<file path="src/rtl/alu_issue_if.sv">
// Purpose : operand/opcode handshake bundle between the register-read stage,
//           alu_issue and the combinational ALU.
// Signals : in_valid/in_ready + decoded instruction fields (upstream side),
//           out_valid/out_ready + SrcA/SrcB/Operation/Pc4/illegal (ALU side).
// Modports: master - environment view (drives instruction, consumes results)
//           slave  - alu_issue view
interface alu_issue_if #(
    parameter int unsigned DATA_WIDTH    = 32,
    parameter int unsigned OPCODE_LENGTH = 4,
    parameter int unsigned PC_WIDTH      = 9
);
    logic                     in_valid;
    logic                     in_ready;
    logic [6:0]               opcode;
    logic [2:0]               funct3;
    logic [6:0]               funct7;
    logic [DATA_WIDTH-1:0]    rs1_data;
    logic [DATA_WIDTH-1:0]    rs2_data;
    logic [DATA_WIDTH-1:0]    imm;
    logic [PC_WIDTH-1:0]      pc;
    logic                     out_valid;
    logic                     out_ready;
    logic [DATA_WIDTH-1:0]    SrcA;
    logic [DATA_WIDTH-1:0]    SrcB;
    logic [OPCODE_LENGTH-1:0] Operation;
    logic [PC_WIDTH-1:0]      Pc4;
    logic                     illegal;

    modport master (
        output in_valid, opcode, funct3, funct7, rs1_data, rs2_data, imm, pc, out_ready,
        input  in_ready, out_valid, SrcA, SrcB, Operation, Pc4, illegal
    );

    modport slave (
        input  in_valid, opcode, funct3, funct7, rs1_data, rs2_data, imm, pc, out_ready,
        output in_ready, out_valid, SrcA, SrcB, Operation, Pc4, illegal
    );
endinterface

</file>
<file path="src/rtl/alu_issue.sv">
// Purpose : decodes RV32I fields into the ALU Operation code and operands, then
//           registers them through a 2-entry skid buffer (valid/ready both sides).
//           in_ready is a flop, so a downstream stall never reaches upstream
//           combinationally.
// Ports   : clk, reset_n (async active-low), bus (alu_issue_if.slave).
// Option  : ALU_ISSUE_PERF_EN adds issue_count[31:0] (takes) and
//           stall_count[31:0] (cycles with out_valid && !out_ready).
module alu_issue #(
    parameter int unsigned DATA_WIDTH    = 32,
    parameter int unsigned OPCODE_LENGTH = 4,
    parameter int unsigned PC_WIDTH      = 9
) (
    input  logic        clk,
    input  logic        reset_n,
`ifdef ALU_ISSUE_PERF_EN
    output logic [31:0] issue_count,
    output logic [31:0] stall_count,
`endif
    alu_issue_if.slave  bus
);

    localparam logic [6:0] OPC_R      = 7'b0110011;
    localparam logic [6:0] OPC_I      = 7'b0010011;
    localparam logic [6:0] OPC_LUI    = 7'b0110111;
    localparam logic [6:0] OPC_LOAD   = 7'b0000011;
    localparam logic [6:0] OPC_STORE  = 7'b0100011;
    localparam logic [6:0] OPC_JALR   = 7'b1100111;
    localparam logic [6:0] OPC_BRANCH = 7'b1100011;
    localparam logic [6:0] F7_ZERO    = 7'b0000000;
    localparam logic [6:0] F7_ALT     = 7'b0100000;

    localparam logic [OPCODE_LENGTH-1:0] OP_AND = OPCODE_LENGTH'(4'b0000);
    localparam logic [OPCODE_LENGTH-1:0] OP_XOR = OPCODE_LENGTH'(4'b0001);
    localparam logic [OPCODE_LENGTH-1:0] OP_SUB = OPCODE_LENGTH'(4'b0010);
    localparam logic [OPCODE_LENGTH-1:0] OP_OR  = OPCODE_LENGTH'(4'b0011);
    localparam logic [OPCODE_LENGTH-1:0] OP_ADD = OPCODE_LENGTH'(4'b0100);
    localparam logic [OPCODE_LENGTH-1:0] OP_BGE = OPCODE_LENGTH'(4'b0101);
    localparam logic [OPCODE_LENGTH-1:0] OP_BNE = OPCODE_LENGTH'(4'b0110);
    localparam logic [OPCODE_LENGTH-1:0] OP_SRA = OPCODE_LENGTH'(4'b0111);
    localparam logic [OPCODE_LENGTH-1:0] OP_EQ  = OPCODE_LENGTH'(4'b1000);
    localparam logic [OPCODE_LENGTH-1:0] OP_SLL = OPCODE_LENGTH'(4'b1001);
    localparam logic [OPCODE_LENGTH-1:0] OP_LUI = OPCODE_LENGTH'(4'b1010);
    localparam logic [OPCODE_LENGTH-1:0] OP_SRL = OPCODE_LENGTH'(4'b1100);
    localparam logic [OPCODE_LENGTH-1:0] OP_BLT = OPCODE_LENGTH'(4'b1101);
    localparam logic [OPCODE_LENGTH-1:0] OP_SLT = OPCODE_LENGTH'(4'b1110);
    localparam logic [OPCODE_LENGTH-1:0] OP_BAD = OPCODE_LENGTH'(4'b1111);

    // Offset the ALU strips from SrcB to recognise an arithmetic shift amount
    localparam logic [DATA_WIDTH-1:0] SRA_OFFSET = DATA_WIDTH'(1024);

    typedef struct packed {
        logic [DATA_WIDTH-1:0]    src_a;
        logic [DATA_WIDTH-1:0]    src_b;
        logic [OPCODE_LENGTH-1:0] op;
        logic [PC_WIDTH-1:0]      pc4;
        logic                     illegal;
    } entry_t;

    typedef enum logic [1:0] {
        ST_EMPTY = 2'd0,
        ST_ONE   = 2'd1,
        ST_FULL  = 2'd2
    } state_t;

    state_t                   r_state;
    state_t                   w_state_nxt;
    logic                     r_in_ready;
    logic                     r_out_valid;
    entry_t                   r_main;
    entry_t                   r_skid;
    entry_t                   w_entry;
    logic [OPCODE_LENGTH-1:0] w_op;
    logic [DATA_WIDTH-1:0]    w_src_b;
    logic                     w_illegal;
    logic                     w_accept;
    logic                     w_take;
    logic                     w_load_main;
    logic                     w_load_skid;
    logic                     w_skid_to_main;

    assign w_accept = bus.in_valid && r_in_ready;
    assign w_take   = r_out_valid && bus.out_ready;

    // Instruction decode; anything unmatched falls through as illegal with SrcB=rs2
    always_comb begin
        w_op      = OP_BAD;
        w_src_b   = bus.rs2_data;
        w_illegal = 1'b1;
        case (bus.opcode)
            OPC_R: begin
                case (bus.funct3)
                    3'b000: begin
                        if (bus.funct7 == F7_ZERO) begin
                            w_op      = OP_ADD;
                            w_illegal = 1'b0;
                        end else if (bus.funct7 == F7_ALT) begin
                            w_op      = OP_SUB;
                            w_illegal = 1'b0;
                        end
                    end
                    3'b111: begin w_op = OP_AND; w_illegal = 1'b0; end
                    3'b110: begin w_op = OP_OR;  w_illegal = 1'b0; end
                    3'b100: begin w_op = OP_XOR; w_illegal = 1'b0; end
                    3'b010: begin w_op = OP_SLT; w_illegal = 1'b0; end
                    default: ;
                endcase
            end
            OPC_I: begin
                case (bus.funct3)
                    3'b000: begin w_op = OP_ADD; w_src_b = bus.imm; w_illegal = 1'b0; end
                    3'b010: begin w_op = OP_SLT; w_src_b = bus.imm; w_illegal = 1'b0; end
                    3'b001: begin w_op = OP_SLL; w_src_b = bus.imm; w_illegal = 1'b0; end
                    3'b101: begin
                        if (bus.funct7 == F7_ZERO) begin
                            w_op      = OP_SRL;
                            w_src_b   = bus.imm;
                            w_illegal = 1'b0;
                        end else if (bus.funct7 == F7_ALT) begin
                            w_op      = OP_SRA;
                            w_src_b   = SRA_OFFSET + DATA_WIDTH'(bus.imm[4:0]);
                            w_illegal = 1'b0;
                        end
                    end
                    default: ;
                endcase
            end
            OPC_LUI: begin
                w_op      = OP_LUI;
                w_src_b   = bus.imm;
                w_illegal = 1'b0;
            end
            OPC_LOAD, OPC_STORE, OPC_JALR: begin
                w_op      = OP_ADD;
                w_src_b   = bus.imm;
                w_illegal = 1'b0;
            end
            OPC_BRANCH: begin
                case (bus.funct3)
                    3'b000: begin w_op = OP_EQ;  w_illegal = 1'b0; end
                    3'b001: begin w_op = OP_BNE; w_illegal = 1'b0; end
                    3'b100: begin w_op = OP_BLT; w_illegal = 1'b0; end
                    3'b101: begin w_op = OP_BGE; w_illegal = 1'b0; end
                    default: ;
                endcase
            end
            default: ;
        endcase
    end

    always_comb begin
        w_entry.src_a   = bus.rs1_data;
        w_entry.src_b   = w_src_b;
        w_entry.op      = w_op;
        w_entry.pc4     = bus.pc + PC_WIDTH'(4);
        w_entry.illegal = w_illegal;
    end

    // Skid-buffer state register
    always_ff @(posedge clk or negedge reset_n) begin
        if (!reset_n) begin
            r_state <= ST_EMPTY;
        end else begin
            r_state <= w_state_nxt;
        end
    end

    // Next-state logic
    always_comb begin
        w_state_nxt = r_state;
        case (r_state)
            ST_EMPTY: begin
                if (w_accept) w_state_nxt = ST_ONE;
            end
            ST_ONE: begin
                if (w_accept && !w_take)      w_state_nxt = ST_FULL;
                else if (!w_accept && w_take) w_state_nxt = ST_EMPTY;
            end
            ST_FULL: begin
                if (w_take) w_state_nxt = ST_ONE;
            end
            default: w_state_nxt = ST_EMPTY;
        endcase
    end

    // Datapath steering per state
    always_comb begin
        w_load_main    = 1'b0;
        w_load_skid    = 1'b0;
        w_skid_to_main = 1'b0;
        case (r_state)
            ST_EMPTY: w_load_main = w_accept;
            ST_ONE: begin
                w_load_main = w_accept && w_take;
                w_load_skid = w_accept && !w_take;
            end
            ST_FULL:  w_skid_to_main = w_take;
            default: ;
        endcase
    end

    // Handshake flags are flopped from the next state, never from out_ready directly
    always_ff @(posedge clk or negedge reset_n) begin
        if (!reset_n) begin
            r_out_valid <= 1'b0;
            r_in_ready  <= 1'b1;
        end else begin
            r_out_valid <= (w_state_nxt != ST_EMPTY);
            r_in_ready  <= (w_state_nxt != ST_FULL);
        end
    end

    // Main/skid payload registers
    always_ff @(posedge clk or negedge reset_n) begin
        if (!reset_n) begin
            r_main <= '0;
            r_skid <= '0;
        end else begin
            if (w_load_main) begin
                r_main <= w_entry;
            end else if (w_skid_to_main) begin
                r_main <= r_skid;
            end
            if (w_load_skid) begin
                r_skid <= w_entry;
            end
        end
    end

    assign bus.in_ready  = r_in_ready;
    assign bus.out_valid = r_out_valid;
    assign bus.SrcA      = r_main.src_a;
    assign bus.SrcB      = r_main.src_b;
    assign bus.Operation = r_main.op;
    assign bus.Pc4       = r_main.pc4;
    assign bus.illegal   = r_main.illegal;

`ifdef ALU_ISSUE_PERF_EN
    logic [31:0] r_issue_count;
    logic [31:0] r_stall_count;

    // Free-running event counters, wrap at 2^32
    always_ff @(posedge clk or negedge reset_n) begin
        if (!reset_n) begin
            r_issue_count <= '0;
            r_stall_count <= '0;
        end else begin
            if (w_take) r_issue_count <= r_issue_count + 32'd1;
            if (r_out_valid && !bus.out_ready) r_stall_count <= r_stall_count + 32'd1;
        end
    end

    assign issue_count = r_issue_count;
    assign stall_count = r_stall_count;
`endif

endmodule

</file>
<file path="src/flat_wrapper.sv">
// flat-port wrapper written by rule: the top's interface ports become plain ports
module alu_issue_flat 
#(
    parameter int unsigned DATA_WIDTH    = 32,
    parameter int unsigned OPCODE_LENGTH = 4,
    parameter int unsigned PC_WIDTH      = 9
)
  (clk, reset_n, bus_in_valid, bus_opcode, bus_funct3, bus_funct7, bus_rs1_data, bus_rs2_data, bus_imm, bus_pc, bus_out_ready, bus_in_ready, bus_out_valid, bus_SrcA, bus_SrcB, bus_Operation, bus_Pc4, bus_illegal);
  alu_issue_if #(.DATA_WIDTH(DATA_WIDTH), .OPCODE_LENGTH(OPCODE_LENGTH), .PC_WIDTH(PC_WIDTH)) bus_i ();
  input  logic clk;
  input  logic reset_n;
  input wire logic [$bits(bus_i.in_valid)-1:0] bus_in_valid;
  input wire logic [$bits(bus_i.opcode)-1:0] bus_opcode;
  input wire logic [$bits(bus_i.funct3)-1:0] bus_funct3;
  input wire logic [$bits(bus_i.funct7)-1:0] bus_funct7;
  input wire logic [$bits(bus_i.rs1_data)-1:0] bus_rs1_data;
  input wire logic [$bits(bus_i.rs2_data)-1:0] bus_rs2_data;
  input wire logic [$bits(bus_i.imm)-1:0] bus_imm;
  input wire logic [$bits(bus_i.pc)-1:0] bus_pc;
  input wire logic [$bits(bus_i.out_ready)-1:0] bus_out_ready;
  output wire logic [$bits(bus_i.in_ready)-1:0] bus_in_ready;
  output wire logic [$bits(bus_i.out_valid)-1:0] bus_out_valid;
  output wire logic [$bits(bus_i.SrcA)-1:0] bus_SrcA;
  output wire logic [$bits(bus_i.SrcB)-1:0] bus_SrcB;
  output wire logic [$bits(bus_i.Operation)-1:0] bus_Operation;
  output wire logic [$bits(bus_i.Pc4)-1:0] bus_Pc4;
  output wire logic [$bits(bus_i.illegal)-1:0] bus_illegal;
  assign bus_i.in_valid = bus_in_valid;
  assign bus_i.opcode = bus_opcode;
  assign bus_i.funct3 = bus_funct3;
  assign bus_i.funct7 = bus_funct7;
  assign bus_i.rs1_data = bus_rs1_data;
  assign bus_i.rs2_data = bus_rs2_data;
  assign bus_i.imm = bus_imm;
  assign bus_i.pc = bus_pc;
  assign bus_i.out_ready = bus_out_ready;
  assign bus_in_ready = bus_i.in_ready;
  assign bus_out_valid = bus_i.out_valid;
  assign bus_SrcA = bus_i.SrcA;
  assign bus_SrcB = bus_i.SrcB;
  assign bus_Operation = bus_i.Operation;
  assign bus_Pc4 = bus_i.Pc4;
  assign bus_illegal = bus_i.illegal;
  alu_issue #(.DATA_WIDTH(DATA_WIDTH), .OPCODE_LENGTH(OPCODE_LENGTH), .PC_WIDTH(PC_WIDTH)) u_core (.clk(clk), .reset_n(reset_n), .bus(bus_i));
endmodule
</file>
<file path="config.mk">
export PLATFORM = sky130hd
export DESIGN_NAME = alu_issue_flat
export DESIGN_NICKNAME = d
export VERILOG_FILES = /design/src/rtl/alu_issue_if.sv /design/src/rtl/alu_issue.sv /design/src/flat_wrapper.sv
export SDC_FILE = /design/constraint.sdc
export NUM_CORES = 1
export LEC_CHECK = 0
export CAP_MARGIN = 15
export CORE_MARGIN = 2
export CORE_UTILIZATION = 40
export CTS_CLUSTER_SIZE = 16
export DETAILED_ROUTE_END_ITERATION = 8
export DONT_BUFFER_PORTS = 1
export PLACE_DENSITY = 0.61
export SETUP_SLACK_MARGIN = 0.1
export SYNTH_ARGS = -nofsm -noshare
export SYNTH_HDL_FRONTEND = slang
export SYNTH_SLANG_ARGS = --single-unit
</file>
<file path="constraint.sdc">
create_clock -name clk -period 4 [get_ports clk]
set_input_delay 0.8 -clock clk [delete_from_list [all_inputs] [get_ports clk]]
set_output_delay 0.8 -clock clk [all_outputs]
set_load 0.02 [all_outputs]
</file>
==> flow_summary.yaml <==
run_status:
  status: "finished, final reports clean"
placement:
  dp_cells: 897
  gp_congestion: 0.840
  port_buffers: 0
  dpl.hpwl_um: 13100
clocking:
  cts.clk_slew.worst_paths_ns: 0.07
  cts-root-buf: "clkbuf_16"
  clockBufferDepth: 2
  clkSinkCount: 160
  cts_tree: "yes"
  cts_hold_buf: 0
  cts-resized-gates: 0
  post_cts_buffers: 0
  h-tree-depth: 4
  numCtsBuffers: 17
  clock_latency_ns: 0.42
job:
  max-cap-violations: 0
synth:
  synth_fp_nets: 839
  yosys_warnings: 0
  yosysMostFrequentCell: "nand2_1"
  yosys-top-cells-area: "dfrtp_1 53%, nand2_1 8.2%, a221o_1 7.3%, mux2_2 6.2%, a22oi_1 3.7%"
  synth_enable_flop_cells: 0
  syn_area_um2: 7440
  ys_ff_latch: 160
  ys_seq_area_frac: 0.538
  ys_types: 54
  synth_top_area_share: 0.534
  syn_inst: 712
  ys_top_cells_by_count: "163 x nand2_1, 159 x dfrtp_1, 54 x a221o_1"
  synthArstFlopShare: 1.00
  synth_top_cell_by_area: "dfrtp_1"
  dominantRegCellSynth: "dfrtp_1"
  synth_area_per_cell_um2: 10.5
layout:
  syn_to_final_growth_pct: 11.0
  drive_gt1_frac: 0.146
  fin_util: 0.457
  fillerInstances: 1669
  stdcell_count: 930
  nets: 815
  regArea_um2: 4010
  multi_input_area_um2: 3210
  n_antenna_cell: 0
detailed_routing:
  drt_iter0_drc: 332
  wl_per_cell_um: 21.6
  drt_pass1_iterations: 5
  finalWirelength_um: 20100
  vias_per_cell: 6.09
  num_vias: 5660
  final_antenna_net_count: 0
  drc: 0
power_and_ir_drop:
  peakVddDrop_mv: 0.458
  clock_power_share: 0.250
  pwr-share-seq: 0.484
  netSwitchingPower_mw: 2.67
  swShare: 0.377
  leakage_nw: 3.61
  pwr-share-comb: 0.266
  internal_power_mw: 4.42
  power_density_nw_per_um2: 859
global_routing:
  grt_max_degree: 161
  overflow: 0
  grt_pass1_wl_um: 31700
  grtUsageMet1: 0.249
  grt_pass1_vias: 5832
  antenna_found_initial: 0
  busiest_layer: "met2"
  grt_util_met3: 0.0954
  grt_usage: 0.204
  grt.met2_usage: 0.328
timing:
  hold_violations: 0
  setup_viol: 0
  tightest_slew_ns: 0.726
  rsz0062_at_grt: "false"
  slew_headroom: 0.515
  fmax_mhz: 366
  drv_slew: 0
  fin_skew_ns: 0.0104
  setup_tns_ns: 0
  fin_crit_sh: 0.682
  fin_crit_ns: 2.73
worst_setup_path:
  arrival_ns: 3.08
  worst-setup-path-type: "reg -> reg"
  r2r_start: "u_core.bus.in_ready"
  r2r_cells: 7
  ff2ff_setup_slack_ns: 1.27
  cp-startpoint: "u_core.bus.in_ready"
  worstSetupStartpointType: "flop"
  critPathCaptureType: "flop"
  worstReg2RegEnd: "u_core.r_skid[41]"
  worst_ep_required_time_ns: 4.35
  cp_max_fo: 40
floorplanning:
  die_y_um: 140
  die_x_um: 140
  rows: 49
  ios: 206
  start_util: 0.412
  die_area_um2: 19700
  coreArea_um2: 18100
worst_hold_path:
  hold_class: "in -> async"
per-stage QoR:
step | worst slack, ns | area, um2 | total power, mW | hold slack (ns)
after detailed placement | 0.961 | 7600 | 5.33 | 0.471
after CTS | 1.12 | 8250 | 7.13 | 0.0459
final | 1.27 | 8260 | 7.10 | 0.0717
after global placement | 1.07 | 7600 | 5.19 | 0.464
after floorplan | 1.38 | 7440 | 4.78 | 0.450
after global routing | 1.14 | 8260 | 7.52 | 0.0394
registers in the layout, indices dropped and copies added, names as in the netlist:
name                  count
u_core.r_skid            78
u_core.bus.SrcB          32
u_core.bus.SrcA          32
u_core.bus.out_valid      1
u_core.bus.Operation      4
u_core.bus.Pc4            9
u_core.bus.illegal        1
u_core.bus.in_ready       1
u_core.r_state            2
logic make-up (layout without fill, tap and decap cells):
family          after synthesis  in the layout  share of synthesized area
compound gates              187            187                      0.190
mux                          48             48                     0.0714
xor+xnor                      6              6                    0.00706
buf+inv                      57             46                     0.0360
simple gates                253            253                      0.155
flops                       160            160                      0.538
fa+ha+maj                     1              1                    0.00168
cell type report:
type                            count  area share
Clock buffer                       20      0.0565
Inverter                            3     0.00136
Timing Repair Buffer               11      0.0124
Clock inverter                     12      0.0218
Multi-Input combinational cell    495       0.389
Tap cell                          229      0.0347
Sequential cell                   160       0.485
worst max path at each step:
stage                     slack [ns]                  end  cells after the start
final                           1.27    u_core.r_skid[41]                      7
after global routing            1.14    u_core.r_skid[41]                      7
after CTS                       1.12  u_core.bus.SrcB[26]                      5
after detailed placement        0.96  u_core.bus.SrcB[26]                      5
after global placement          1.07  u_core.bus.SrcB[23]                      5
after floorplan                 1.38    u_core.r_skid[25]                      8
worst max-delay path: stages, from the launching register on:
cell and delay [ns]:
dfstp_2 0.61, nand2_1 0.16, nor2_1 0.30, nand3_4 0.47, buf_4 0.42, nor2_2 0.12
buf_4 0.32, a221o_1 0.22
cells in the final DEF, fill, tap and decap left out, types with 7 or more instances in the layout:
| cell | synthesis | final |
|---|---|---|
| a22oi_1 | 37 | 37 |
| mux2i_1 | 7 | 7 |
| nor2_1 | 13 | 12 |
| nand2_1 | 163 | 163 |
| o21ai_0 | 26 | 26 |
| a221o_1 | 54 | 54 |
| a21oi_1 | 34 | 34 |
| buf_4 | 0 | 9 |
| nand3_1 | 8 | 7 |
| dfrtp_1 | 159 | 159 |
| and3_1 | 9 | 9 |
| a21o_1 | 8 | 8 |
| clkbuf_16 | 0 | 17 |
| mux2_2 | 41 | 41 |
| and2_1 | 26 | 26 |
power groups by stage:
stage | Combinational, mW | Clock (mW) | Sequential (mW)
finish | 1.89 | 1.78 | 3.43
global route | 2.11 | 1.89 | 3.52
CTS | 1.88 | 1.82 | 3.43
detailed placement | 1.89 | 0 | 3.44
global placement | 1.78 | 0 | 3.41
floorplan | 1.54 | 0 | 3.24
layer usage:
metal  vias to the layer above  routed length, um
met5                         -                  0
met4                         0                168
met3                        16               2440
met2                       282               9350
met1                      2832               8130
li1                       2530                  -
Power figures use the tool's default switching activity.
